### src/rtl/rollo_ct_mask_pkg.sv
// Shared constants and state encoding for the ROLLO-II ct = msg ^ G(E) masking stage.
package rollo_ct_mask_pkg;

    localparam int unsigned ROLLO_DIGEST_BITS = 512;
    localparam int unsigned ROLLO_WORD_W      = 64;

    // Masking sequencer states
    typedef enum logic [1:0] {
        ST_IDLE  = 2'd0,
        ST_RUN   = 2'd1,
        ST_DRAIN = 2'd2,
        ST_DONE  = 2'd3
    } state_e;

    // Ceiling log2 with a floor of 1 so single-word builds still get an address bit
    function automatic int unsigned rollo_clog2(input int unsigned n);
        int unsigned r;
        r = 0;
        while ((32'd1 << r) < n) r++;
        return (r == 0) ? 1 : r;
    endfunction

endpackage

### src/rtl/rollo_edge_detect.sv
// Rising-edge pulse generator for level-style ready signals.
// Ports: clk, rst (async active-high), i_level (level input),
//        o_rise_c (combinational one-cycle pulse on 0->1 transition).
module rollo_edge_detect (
    input  logic clk,
    input  logic rst,
    input  logic i_level,
    output logic o_rise_c
);

    logic r_level_q;

    always_ff @(posedge clk or posedge rst) begin
        if (rst) r_level_q <= 1'b0;
        else     r_level_q <= i_level;
    end

    assign o_rise_c = i_level & ~r_level_q;

endmodule

### src/rtl/rollo_ct_mask.sv
// Masks the message with the captured SHA3-512 digest word by word: reads the
// message RAM, XORs with the matching digest slice (word 0 = digest MSBs) and
// writes the ciphertext RAM, then pulses done and zeroizes the digest copy.
// Ports: clk, rst (async active-high); digest_valid/digest from the hash;
//        msg_rd/msg_addr/msg_rdata to the message RAM (1-cycle read latency);
//        ct_we/ct_addr/ct_wdata to the ciphertext RAM;
//        busy, done (pulse), overrun (sticky retrigger-while-busy flag).
module rollo_ct_mask
    import rollo_ct_mask_pkg::*;
#(
    parameter  int unsigned W           = ROLLO_WORD_W,
    parameter  int unsigned DIGEST_BITS = ROLLO_DIGEST_BITS,
    localparam int unsigned NW          = DIGEST_BITS / W,
    localparam int unsigned AW          = rollo_clog2(NW)
) (
    input  logic                   clk,
    input  logic                   rst,
    input  logic                   digest_valid,
    input  logic [DIGEST_BITS-1:0] digest,
    output logic                   msg_rd,
    output logic [AW-1:0]          msg_addr,
    input  logic [W-1:0]           msg_rdata,
    output logic                   ct_we,
    output logic [AW-1:0]          ct_addr,
    output logic [W-1:0]           ct_wdata,
    output logic                   busy,
    output logic                   done,
    output logic                   overrun
);

    localparam logic [AW-1:0] LAST_ADDR = AW'(NW - 1);

    if ((DIGEST_BITS % W) != 0 || NW == 0) begin : g_bad_width
        $error("rollo_ct_mask: DIGEST_BITS must be a nonzero multiple of W");
    end

    state_e                 r_state, w_state_nxt;
    logic [DIGEST_BITS-1:0] r_dig, w_dig_nxt;
    logic [AW-1:0]          r_rd_cnt, w_rd_cnt_nxt;
    logic                   r_msg_rd, w_msg_rd_nxt;
    logic [AW-1:0]          r_msg_addr, w_msg_addr_nxt;
    logic                   r_ct_we;
    logic [AW-1:0]          r_ct_addr;
    logic                   r_busy, w_busy_nxt;
    logic                   r_done, w_done_nxt;
    logic                   r_overrun, w_overrun_nxt;
    logic                   w_start;

    rollo_edge_detect u_dv_edge (
        .clk      (clk),
        .rst      (rst),
        .i_level  (digest_valid),
        .o_rise_c (w_start)
    );

    // State and output registers
    always_ff @(posedge clk or posedge rst) begin
        if (rst) begin
            r_state    <= ST_IDLE;
            r_dig      <= '0;
            r_rd_cnt   <= '0;
            r_msg_rd   <= 1'b0;
            r_msg_addr <= '0;
            r_ct_we    <= 1'b0;
            r_ct_addr  <= '0;
            r_busy     <= 1'b0;
            r_done     <= 1'b0;
            r_overrun  <= 1'b0;
        end else begin
            r_state    <= w_state_nxt;
            r_dig      <= w_dig_nxt;
            r_rd_cnt   <= w_rd_cnt_nxt;
            r_msg_rd   <= w_msg_rd_nxt;
            r_msg_addr <= w_msg_addr_nxt;
            // Write side trails the read by the RAM latency so address meets data
            r_ct_we    <= r_msg_rd;
            if (r_msg_rd) r_ct_addr <= r_msg_addr;
            r_busy     <= w_busy_nxt;
            r_done     <= w_done_nxt;
            r_overrun  <= w_overrun_nxt;
        end
    end

    // Next-state and next-output logic
    always_comb begin
        w_state_nxt    = r_state;
        w_dig_nxt      = r_dig;
        w_rd_cnt_nxt   = r_rd_cnt;
        w_msg_rd_nxt   = 1'b0;
        w_msg_addr_nxt = r_msg_addr;
        w_busy_nxt     = r_busy;
        w_done_nxt     = 1'b0;
        w_overrun_nxt  = r_overrun | (w_start & (r_state != ST_IDLE));

        case (r_state)
            ST_IDLE: begin
                if (w_start) begin
                    w_dig_nxt      = digest;
                    w_rd_cnt_nxt   = '0;
                    w_msg_rd_nxt   = 1'b1;
                    w_msg_addr_nxt = '0;
                    w_busy_nxt     = 1'b1;
                    w_state_nxt    = ST_RUN;
                end
            end
            ST_RUN: begin
                // Counter stops at the last word; exact compare keeps non-pow2 NW safe
                if (r_rd_cnt == LAST_ADDR) begin
                    w_state_nxt = ST_DRAIN;
                end else begin
                    w_rd_cnt_nxt   = r_rd_cnt + AW'(1);
                    w_msg_rd_nxt   = 1'b1;
                    w_msg_addr_nxt = r_rd_cnt + AW'(1);
                end
            end
            ST_DRAIN: begin
                w_done_nxt  = 1'b1;
                w_state_nxt = ST_DONE;
            end
            ST_DONE: begin
                w_busy_nxt  = 1'b0;
                w_dig_nxt   = '0;
                w_state_nxt = ST_IDLE;
            end
            default: w_state_nxt = ST_IDLE;
        endcase
    end

    // Digest viewed as words; word 0 sits in the top bits
    logic [NW-1:0][W-1:0] w_dig_words;
    logic [W-1:0]         w_dig_word;

    assign w_dig_words = r_dig;
    assign w_dig_word  = w_dig_words[LAST_ADDR - r_ct_addr];

    assign msg_rd   = r_msg_rd;
    assign msg_addr = r_msg_addr;
    assign ct_we    = r_ct_we;
    assign ct_addr  = r_ct_addr;
    // RAM read data arrives unregistered, so the XOR sits directly on it
    assign ct_wdata = r_ct_we ? (msg_rdata ^ w_dig_word) : '0;
    assign busy     = r_busy;
    assign done     = r_done;
    assign overrun  = r_overrun;

endmodule

### config.mk
export PLATFORM = sky130hd
export DESIGN_NAME = rollo_ct_mask
export DESIGN_NICKNAME = d
export VERILOG_FILES = /design/src/rtl/rollo_ct_mask_pkg.sv /design/src/rtl/rollo_edge_detect.sv /design/src/rtl/rollo_ct_mask.sv
export SDC_FILE = /design/constraint.sdc
export NUM_CORES = 1
export LEC_CHECK = 0
export CORE_AREA = 2 2 255 257
export CTS_CLUSTER_DIAMETER = 150
export DETAILED_ROUTE_END_ITERATION = 10
export DIE_AREA = 0 0 257 259
export PLACE_DENSITY = 0.68
export SKIP_LAST_GASP = 1
export SYNTH_ARGS = -nofsm -noshare
export SYNTH_HDL_FRONTEND = slang
export SYNTH_SLANG_ARGS = --single-unit
### constraint.sdc
create_clock -name clk -period 20.6 [get_ports clk]
set_clock_uncertainty 0.2 [all_clocks]
set_input_delay 3.09 -clock clk [delete_from_list [all_inputs] [get_ports clk]]
set_output_delay 3.09 -clock clk [all_outputs]
set_load 0.01 [all_outputs]
# == Word-level counts from Yosys, hierarchy flattened ==
# Cells that the tools add are included.
# classes
n_addsub,2
multipliers,0
div_mod_pow,0
n_lt_le_gt_ge,1
n_eq_ne,7
n_shift,0
muxes,17
bitwise,5
reduce_logical,7
# op_table
op,n
$pmux W512 S2,1
$mux W512,1
$bmux W64 S3,1
$mux W64,2
$xor A64 B64 Y64,1
$pmux W2 S4,1
$mux W3,2
$ne A2 B2 Y1 const B,3
$pmux W3 S2,1
$reduce_bool A2 Y1,3
$eq A2 B2 Y1 const B,2
$lt A3 B4 Y1 const B,1
$mux W1,4
$mux W2,2
$pmux W1 S2,2
$reduce_and A2 Y1,2
$add A3 B1 Y3 const B,1
$eq A3 B3 Y1 const B,1
$reduce_and A3 Y1,1
$sub A3 B3 Y3 const A,1
$and A1 B1 Y1,2
$eq A2 B1 Y1 const B,1
$logic_not A2 Y1,1
$not A1 Y1,1
$or A1 B1 Y1,1
# word_totals
regBits,526
latch_bits,0
ramBits,0
rom_bits,0
wordCells,49
mem_count,0

# == Longest topological paths before layout ==
# Gate-level depths: netlist of the first run.
# logic_depth
ltp_word,5
ltp_mapped,8

# == By module ==
# From an unflattened synthesis of the first run, not the netlist that was laid out.
# hier_totals
hier_cells,1843
hier_area_um2,24375.9
# modules_own_cells
module,instances,cells_each,area_per_inst_um2,seq_area_each_um2
rollo_ct_mask,1,1840,24333.3,13137.6
rollo_edge_detect,1,3,42.5,25.0

# == Worst setup path after synthesis of the first run ==
# No wires, ideal clock.
# synth_timing
path_type,input-to-output
from,input port msg_rdata[10]
to,output port ct_wdata[10]
arrival_ps,3442
t_required_ps,17310
slack_ps,13868
stages,2
path_buffers,0
cell_sequence,nand2b_1 mux2i_1
# synth_between
elab_chain_len,2
# synth_rtl
element,line_no,text
from (decl),rollo_ct_mask.sv:22,"input logic [W-1:0] msg_rdata,"
$xor A64 B64 Y64,rollo_ct_mask.sv:141,assign ct_wdata = r_ct_we ? (msg_rdata ^ w_dig_word) : '0;
$mux W64,rollo_ct_mask.sv:141,
to (decl),rollo_ct_mask.sv:25,"output logic [W-1:0] ct_wdata,"
# No other way between the ends.

# == Worst setup path in the final report of the first run ==
# layout_timing
from,register r_ct_addr[0] (netlist: ct_addr[0])
to,output port ct_wdata[56]
# layout_between
elab_chain_len,5
# layout_rtl
element,line_no,text
from (decl),rollo_ct_mask.sv:43,logic [AW-1:0] r_ct_addr;
from (signal assigned),rollo_ct_mask.sv:77,if (r_msg_rd) r_ct_addr <= r_msg_addr;
$sub A3 B3 Y3,rollo_ct_mask.sv:134,assign w_dig_word = w_dig_words[LAST_ADDR - r_ct_addr];
$bmux W64 S3,rollo_ct_mask.sv:134,
$mux W64 (implied by the code),rollo_ct_mask.sv:134,
$xor A64 B64 Y64,rollo_ct_mask.sv:141,
$mux W64,rollo_ct_mask.sv:141,
# No other way between the ends. The select of a mux whose other input is x is not followed.

==> summary.txt, run 1 <==
Timing
  – RSZ-0062 raised after global routing: false
  – Period Utilization, post-route: 39.22%
  – Post-route setup TNS: 0 ns
  – Final setup fails: 0
  – Worst Max-Slew Pin Slew: 1.410 ns
  – Max Clk Rate: 0.1238 GHz
  – Final hold vios: 0
  – Minimum clock period: 8.079 ns
  – Slew headroom: 5.971%
  – Final Max Tran Viols: 0

Global route
  – First-pass GRT wire length: 121.5 mm
  – Number of global-route vias before repair: 19394
  – Initial antenna violation count: 27
  – Largest net degree at the start of global routing: 256
  – Grt total ovfl: 0
  – Gr usage total: 23.50%

Run
  – Total of max-cap violations: 0

Floorplan
  – Die footprint: 66560 um^2
  – Die H: 259 um
  – Chip width: 257 um
  – Ports: 654
  – Rows: 93
  – Core area: 63880 um^2
  – Initial Util: 38.26%

Drt
  – Wire length per cell: 24.50 um
  – Via density: 5.609
  – Routed via count: 18587
  – Initial drt markers: 1564
  – Routed Wire Length: 81.20 mm
  – DRC viols: 0
  – TritonRoute pass-1 iters: 7
  – Antenna-violating nets left: 0

Run status
  – Status: finished clean

Setup path
  – CP delay by family, top: buffers and inverters
  – Critical-path top delay cell: buf_4
  – Most used cell along the critical path: buf_4
  – Arrival time worst endpoint: 4.79 ns
  – CP Max Fanout: 73
  – Worst Setup Start Kind: flip-flop
  – Worst path cell trace: buf_4 -> buf_4 -> mux2_2 -> o22ai_1 -> a221oi_2 -> mux2i_1 -> clkdlybuf4s50_1
  – WP data required: 17.31 ns
  – Worst Setup End Kind: primary output
  – WS Path Type: flip-flop to primary output
  – Buf/Inv on CP: 3
  – Max incr delay on CP: 1.03 ns

Synth
  – Asr flop ratio synth: 100.0%
  – Seq cells post-synth: 526
  – Mapped Area: 24440 um^2
  – Post-synth top area cell: dfrtp_1
  – Top post-synthesis cells by area: dfrtp_1, a22o_1, mux2i_1, mux2_2, a221oi_2
  – Number of flops mapped to enable cells by yosys: 0
  – Syn. warnings: 0
  – Synthesized area per cell: 13.27 um^2
  – Post-Synthesis Net Count: 2428
  – Post-synth top area share: 53.86%
  – Netlist cell types: 28
  – Syn Inst Count: 1842
  – Synth Flop Type: dfrtp_1
  – Seq/Total Area, Yosys: 53.86%

Cells and area
  – Most common library cell in the layout ignoring fill and taps: clkdlybuf4s50_1
  – Syn-to-layout area delta: 35.66%
  – Final #Nets: 2982
  – Layout cells sized above 1: 13.07%
  – Register Area: 13170 um^2
  – Area occupied by multi-input gates: 10190 um^2
  – Fillers: 5391
  – Post-route insts no fill: 3314
  – Most frequent cells in the layout: clkdlybuf4s50_1, dfrtp_1, a22o_1

Placement
  – Number of port buffers: 653
  – Post-DP HPWL: 54.57 mm
  – Placed Cells: 3190
  – Placer Congestion: 0.8713

Clock tree
  – Reg clk slew, reported paths: 0.06 ns
  – Post-CTS Hold Buffers: 0
  – Root Driver: clkbuf_16
  – Post-cts resize count: 0
  – Max clock buf depth: 3
  – Htree depth: 2
  – CTS tree: built
  – Clock latency at the later pin of the worst-skew pair: 0.60 ns
  – TritonCTS buffer count: 59
  – Clock Sink Count: 526
  – Post CTS Setup Buffer Count: 0

Hold path
  – Type of the most critical hold path: flip-flop to flip-flop

Pwr
  – Max VDD drop: 0.1096 mV
  – LEAKAGE: 14.33 nW
  – Cell area power density: 146.8 nW/um^2
kinds of logic after synthesis:
family,after synthesis,share of synthesized area (%)
adder cells (fa/ha/maj),7,0.3584
flip-flops,526,53.86
multiplexers,323,13.90
AO/OA/AOI/OAI,658,24.40
AND/OR/NAND/NOR,140,2.852
buffers and inverters,188,4.628
area by class of cell:
type | count | area share, %
Clock inverter | 16 | 0.3736
Sequential cell | 526 | 39.73
Clock buffer | 89 | 5.374
Tap cell | 855 | 3.227
Antenna cell | 19 | 0.1434
Timing Repair Buffer | 676 | 20.35
Inverter | 5 | 0.07925
Multi-Input combinational cell | 1128 | 30.73
state kept, by name (all words and copies together), names as in the netlist, 2 cells and up:
register	cells
r_state	2
r_dig	512
ct_addr	3
msg_addr	3
layer usage:
| metal | vias up | global-route usage [%] | wire, um |
|---|---|---|---|
| li1 | 8282 | - | - |
| met1 | 9510 | 30.43 | 33720 |
| met2 | 627 | 38.75 | 40070 |
| met3 | 154 | 4.765 | 4711 |
| met4 | 14 | 9.286 | 2590 |
| met5 | - | 0 | 103 |
cell usage after synthesis, types with 8 or more instances:
master,count
buf_2,116
a221oi_2,64
a22o_1,514
mux2i_1,192
nand2b_1,66
clkbuf_1,32
o21ai_0,8
buf_6,17
dfrtp_1,526
o22ai_1,65
mux2_2,131
nand2_1,69
power by group:
part | switching (mW) | internal [mW]
combinational | 1.01 | 1.10
clock | 0.430 | 0.605
sequential | 0.273 | 1.45
final timing paths:
| check | start | end | slack [ns] | cells after the start |
|---|---|---|---|---|
| max | ct_addr[0] | ct_wdata[56] | 12.52 | 7 |
| min | overrun | overrun | 0.27 | 1 |
| max reg2reg | r_state[0] | r_dig[465] | 15.78 | 8 |
| min reg2reg | overrun | overrun | 0.27 | 1 |
| max in group asynchronous | rst | r_dig[105] | 15.04 | 4 |
| min in group asynchronous | rst | r_dig[260] | 2.89 | 2 |
stage by stage:
step / total power, mW / util [%] / setup WS [ns] / hold slack, ns / cell area (um^2)
after floorplan: 3.203 / - / 2.613 / 0.2672 / 24440
after global placement: 3.777 / 48.84 / 12.70 / 0.2530 / 31200
after global routing: 5.131 / 51.89 / 12.27 / 0.2955 / 33150
final: 4.867 / 51.90 / 12.52 / 0.2663 / 33150
after detailed placement: 3.837 / 48.84 / 12.72 / 0.2565 / 31200
after CTS: 4.897 / 51.82 / 12.39 / 0.2713 / 33110
(Power assumes the default switching activity.)
==> inputs of run 2 (changes only) <==
clock period = 7.5 ns   (was 20.6 ns; I/O delays follow)
==> summary.txt, run 2 (same netlist as run 1, synthesis figures left out) <==
Floorplan
  – Die H: 259 um
  – Rows: 93
  – Core area: 63880 um^2
  – Chip width: 257 um
  – Die footprint: 66560 um^2
  – Ports: 654
  – Initial Util: 38.26%

Cells and area
  – Final #Nets: 2978
  – Most frequent cells in the layout: clkdlybuf4s50_1, dfrtp_1, a22o_1
  – Largest register FFs: 512
  – Syn-to-layout area delta: 36.80%
  – Most common library cell in the layout ignoring fill and taps: clkdlybuf4s50_1
  – Final core utilization: 52.33%
  – Layout cells sized above 1: 13.23%
  – Biggest register: r_dig
  – Fillers: 5403

Drt
  – Routed Wire Length: 80.91 mm
  – Routed via count: 18606
  – Initial drt markers: 1677
  – Wire length per cell: 24.30 um
  – DRC viols: 0
  – TritonRoute pass-1 iters: 5
  – Via density: 5.587
  – Antenna-violating nets left: 0

Hold path
  – Hold-critical path depth: 1
  – Type of the most critical hold path: flip-flop to flip-flop

Placement
  – Placer Congestion: 0.8885
  – Post-DP HPWL: 54.39 mm
  – Number of port buffers: 653

Global route
  – Met2 usage: 37.89%
  – Gr busiest metal: met2
  – Grt total ovfl: 0
  – Met3 Use GR: 4.589%
  – Largest net degree at the start of global routing: 234
  – Initial antenna violation count: 35
  – Number of global-route vias before repair: 19197
  – Routing usage on met1: 30.40%
  – First-pass GRT wire length: 119.5 mm
  – Gr usage total: 23.28%

Setup path
  – R2R setup slack: 4.17 ns
  – Path depth of the worst reg2reg path: 7
  – Worst Setup Start Kind: flip-flop
  – Critical Path Start: ct_addr[2]
  – Worst Setup End Kind: primary output
  – Reg2reg start: r_state[0]
  – WP data required: 6.17 ns
  – WS Path Type: flip-flop to primary output
  – Arrival time worst endpoint: 3.62 ns
  – CP Max Fanout: 27
  – Worst Setup EP: ct_wdata[43]
  – Reg-to-reg critical path endpoint: r_dig[360]

Pwr
  – Max VDD drop: 0.3635 mV
  – LEAKAGE: 14.43 nW
  – Overall Power: 13.60 mW
  – Cell area power density: 406.9 nW/um^2

Clock tree
  – Reg clk slew, reported paths: 0.06 ns
  – Max clock buf depth: 3
  – Clock Sink Count: 526
  – CTS tree: built
  – Root Driver: clkbuf_16
  – Post CTS Setup Buffer Count: 0
  – Post-cts resize count: 0
  – Post-CTS Hold Buffers: 0
  – Htree depth: 2
  – TritonCTS buffer count: 58
  – Clock latency at the later pin of the worst-skew pair: 0.60 ns

Run status
  – Status: finished clean

Timing
  – Final hold vios: 0
  – Final Max Tran Viols: 0
  – Slew headroom: 20.02%
  – Minimum clock period: 4.943 ns
  – Worst Max-Slew Pin Slew: 1.200 ns
  – Period Utilization, post-route: 65.90%
  – Max Clk Rate: 0.2023 GHz
  – RSZ-0062 raised after global routing: false
  – Final setup fails: 0

Run
  – Total of max-cap violations: 0
==> run 2: through the flow <==
stage	cells	hold slack [ns]	area (um^2)	TNS (ns)	worst slack, ns
floorplan	1842	0.2672	24440	-511.88	-0.9732
global placement	3187	0.2465	31250	0	3.138
detailed placement	3187	0.2627	31250	0	3.101
CTS	3297	0.2762	33350	0	2.407
global route	3325	0.2937	33420	0	2.350
finish	3330	0.2686	33430	0	2.557
==> run 2: how the worst min path moves through the flow <==
stage | from | endpoint | slack, ns
after CTS | overrun | overrun | 0.28
final | overrun | overrun | 0.27
after global routing | overrun | overrun | 0.29
after global placement | overrun | overrun | 0.25
after floorplan | r_dig[0] | r_dig[0] | 0.27
after detailed placement | overrun | overrun | 0.26
==> run 2: final cells by class <==
type | count | area (um^2) | area share [%]
well taps | 855 | 1070 | 3.200
flip-flops and latches | 526 | 13170 | 39.39
multi-input cells | 1128 | 10190 | 30.47
repair buffers | 673 | 6799 | 20.34
clock inverters | 20 | 285.3 | 0.8533
clock buffers | 90 | 1815 | 5.430
diodes | 33 | 82.58 | 0.2470
inverters | 5 | 22.52 | 0.06737
==> run 2: layer usage <==
layer / up-vias / part of all wire (%)
li1: 8293 / -
met1: 9487 / 41
met2: 672 / 49
met3: 146 / 6.4
met4: 8 / 3.3
met5: - / 0.068
==> run 2: worst max-delay path: stages (launching register included) <==
cell and delay (ns):
dfrtp_1 0.53, nor2_4 0.86, buf_4 0.61, a221oi_2 0.18, mux2i_1 0.23, clkdlybuf4s50_1 0.57
==> run 2: where the power goes <==
part,internal (mW),switching (mW)
combinational,3.03,2.74
clock,1.90,1.19
sequential,3.99,0.748
total,8.92,4.68
==> inputs of run 3 (changes only) <==
clock period = 4.75 ns   (was 7.5 ns; I/O delays follow)
==> summary.txt, run 3 (same netlist as run 1, synthesis figures left out) <==
Run status
  – Status: finished clean

Global route
  – Number of global-route vias before repair: 19517
  – Largest net degree at the start of global routing: 203
  – Initial antenna violation count: 39
  – Gr usage total: 23.99%
  – Grt total ovfl: 0
  – First-pass GRT wire length: 123.1 mm

Setup path
  – CP Max Fanout: 35
  – Arrival time worst endpoint: 3.53 ns
  – Worst path cell trace: buf_4 -> mux2_2 -> o22ai_1 -> a221oi_2 -> mux2i_1 -> clkdlybuf4s50_1
  – Path depth of the worst reg2reg path: 7
  – CP delay by family, top: buffers and inverters
  – WS Path Type: flip-flop to primary output
  – Worst Setup Start Kind: flip-flop
  – WP data required: 3.84 ns
  – R2R setup slack: 2.01 ns
  – Critical-path top delay cell: dfrtp_4
  – Reg2reg start: r_state[0]
  – Critical Path Start: ct_addr[0]
  – Max incr delay on CP: 0.81 ns
  – Reg-to-reg critical path endpoint: r_dig[386]
  – Buf/Inv on CP: 2
  – Worst Setup End Kind: primary output

Cells and area
  – Area occupied by multi-input gates: 10190 um^2
  – Final #Nets: 3008
  – Most frequent cells in the layout: clkdlybuf4s50_1, dfrtp_1, a22o_1
  – Largest register FFs: 512
  – Layout cells sized above 1: 13.70%
  – Fillers: 5417
  – Syn-to-layout area delta: 37.20%
  – Post-route insts no fill: 3355
  – Biggest register: r_dig
  – Most common library cell in the layout ignoring fill and taps: clkdlybuf4s50_1
  – Register Area: 13170 um^2

Drt
  – Via density: 5.634
  – Wire length per cell: 24.52 um
  – TritonRoute pass-1 iters: 5
  – Antenna-violating nets left: 0
  – Initial drt markers: 1441
  – Routed via count: 18901
  – DRC viols: 0
  – Routed Wire Length: 82.28 mm

Clock tree
  – CTS tree: built
  – Max clock buf depth: 3
  – Post-CTS Hold Buffers: 0
  – Post-cts resize count: 0
  – Htree depth: 2
  – Root Driver: clkbuf_16
  – TritonCTS buffer count: 56
  – Post CTS Setup Buffer Count: 0
  – Clock Sink Count: 526
  – Reg clk slew, reported paths: 0.06 ns
  – Clock latency at the later pin of the worst-skew pair: 0.60 ns

Timing
  – Final setup fails: 0
  – Slew headroom: 28.79%
  – RSZ-0062 raised after global routing: false
  – Worst Max-Slew Pin Slew: 1.068 ns
  – Period Utilization, post-route: 93.48%
  – Minimum clock period: 4.440 ns
  – Max Clk Rate: 0.2252 GHz
  – Final Max Tran Viols: 0
  – Final hold vios: 0

Pwr
  – Overall Power: 21.17 mW
  – Clock group share of total power: 20.7%
  – Switching power: 7.404 mW
  – Sequential power share: 35.9%
  – Combinational share of power: 43.5%
  – Cell area power density: 631.3 nW/um^2
  – Max VDD drop: 0.4168 mV
  – Sw frac: 34.98%
  – LEAKAGE: 14.48 nW
  – Internal cell power: 13.76 mW

Placement
  – Post-DP HPWL: 57.49 mm
  – Placer Congestion: 0.8760
  – Placed Cells: 3219
  – Number of port buffers: 653

Hold path
  – Hold-critical path depth: 1
  – Type of the most critical hold path: flip-flop to flip-flop
  – Hold endpoint: overrun
  – Hold_sp: overrun

Floorplan
  – Die H: 259 um
  – Initial Util: 38.26%
  – Ports: 654
  – Rows: 93
  – Die footprint: 66560 um^2
  – Chip width: 257 um
  – Core area: 63880 um^2

Run
  – Total of max-cap violations: 0
run 3: cell types whose count changed in the layout (fill, tap and decap cells not counted), sizes merged:
cell,before,now
bufinv,7,4
clkinvlp,2,1
clkinv,11,12
buf,20,52
clkbuf,90,86
run 3: worst max path at each step:
stage / depth (start not counted) / endpoint / slack, ns
final: 6 / ct_wdata[3] / 0.31
after floorplan: 1 / busy / -3.31
after CTS: 6 / ct_wdata[3] / 0.26
after global routing: 6 / ct_wdata[3] / 0.16
after detailed placement: 6 / ct_wdata[3] / 0.93
after global placement: 7 / ct_wdata[22] / 0.99
run 3: through the flow:
| stage | setup slack (ns) | util, % | area [um^2] | setup TNS (ns) | hold slack [ns] |
|---|---|---|---|---|---|
| after global placement | 0.9916 | 49.53 | 31640 | 0 | 0.2472 |
| final | 0.3096 | 52.49 | 33530 | 0 | 0.2714 |
| after CTS | 0.2583 | 52.36 | 33450 | 0 | 0.2707 |
| after floorplan | -3.311 | - | 24440 | -1741.40 | 0.2672 |
| after global routing | 0.1556 | 52.47 | 33520 | 0 | 0.2950 |
| after detailed placement | 0.9329 | 49.53 | 31640 | 0 | 0.2530 |
run 3: power groups by stage:
stage | logic [mW] | clock network, mW | registers, mW
global route | 9.84 | 4.65 | 7.79
CTS | 9.22 | 4.47 | 7.57
finish | 9.20 | 4.37 | 7.60
floorplan | 6.82 | 0 | 7.07
detailed placement | 9.15 | 0 | 7.62
global placement | 9.00 | 0 | 7.57
run 3: worst reg2reg max path, delay by kind of cell, from the launching register on:
kind / cells / cell delay [ns]
AO/OA/AOI/OAI: 1 / 0.30
adder cells (fa/ha/maj): 1 / 0.24
buffers and inverters: 4 / 1.17
flip-flops: 1 / 0.39
AND/OR/NAND/NOR: 1 / 0.37
run 3: metal layers:
layer	vias to the layer above	routed length [um]	global-route usage [%]
met2	687	39720	38.16
met5	-	99	0
met3	132	5042	4.608
met1	9702	35010	32.30
met4	14	2405	9.851
li1	8366	-	-
run 3: area by class of cell:
cell class	instances	share of cell area [%]
clock inverter	17	0.5747
antenna	33	0.2463
multi-input combinational	1128	30.38
clock buffer	86	4.818
sequential	526	39.28
inverter	5	0.06717
timing repair buffer	705	21.44
tap	855	3.191
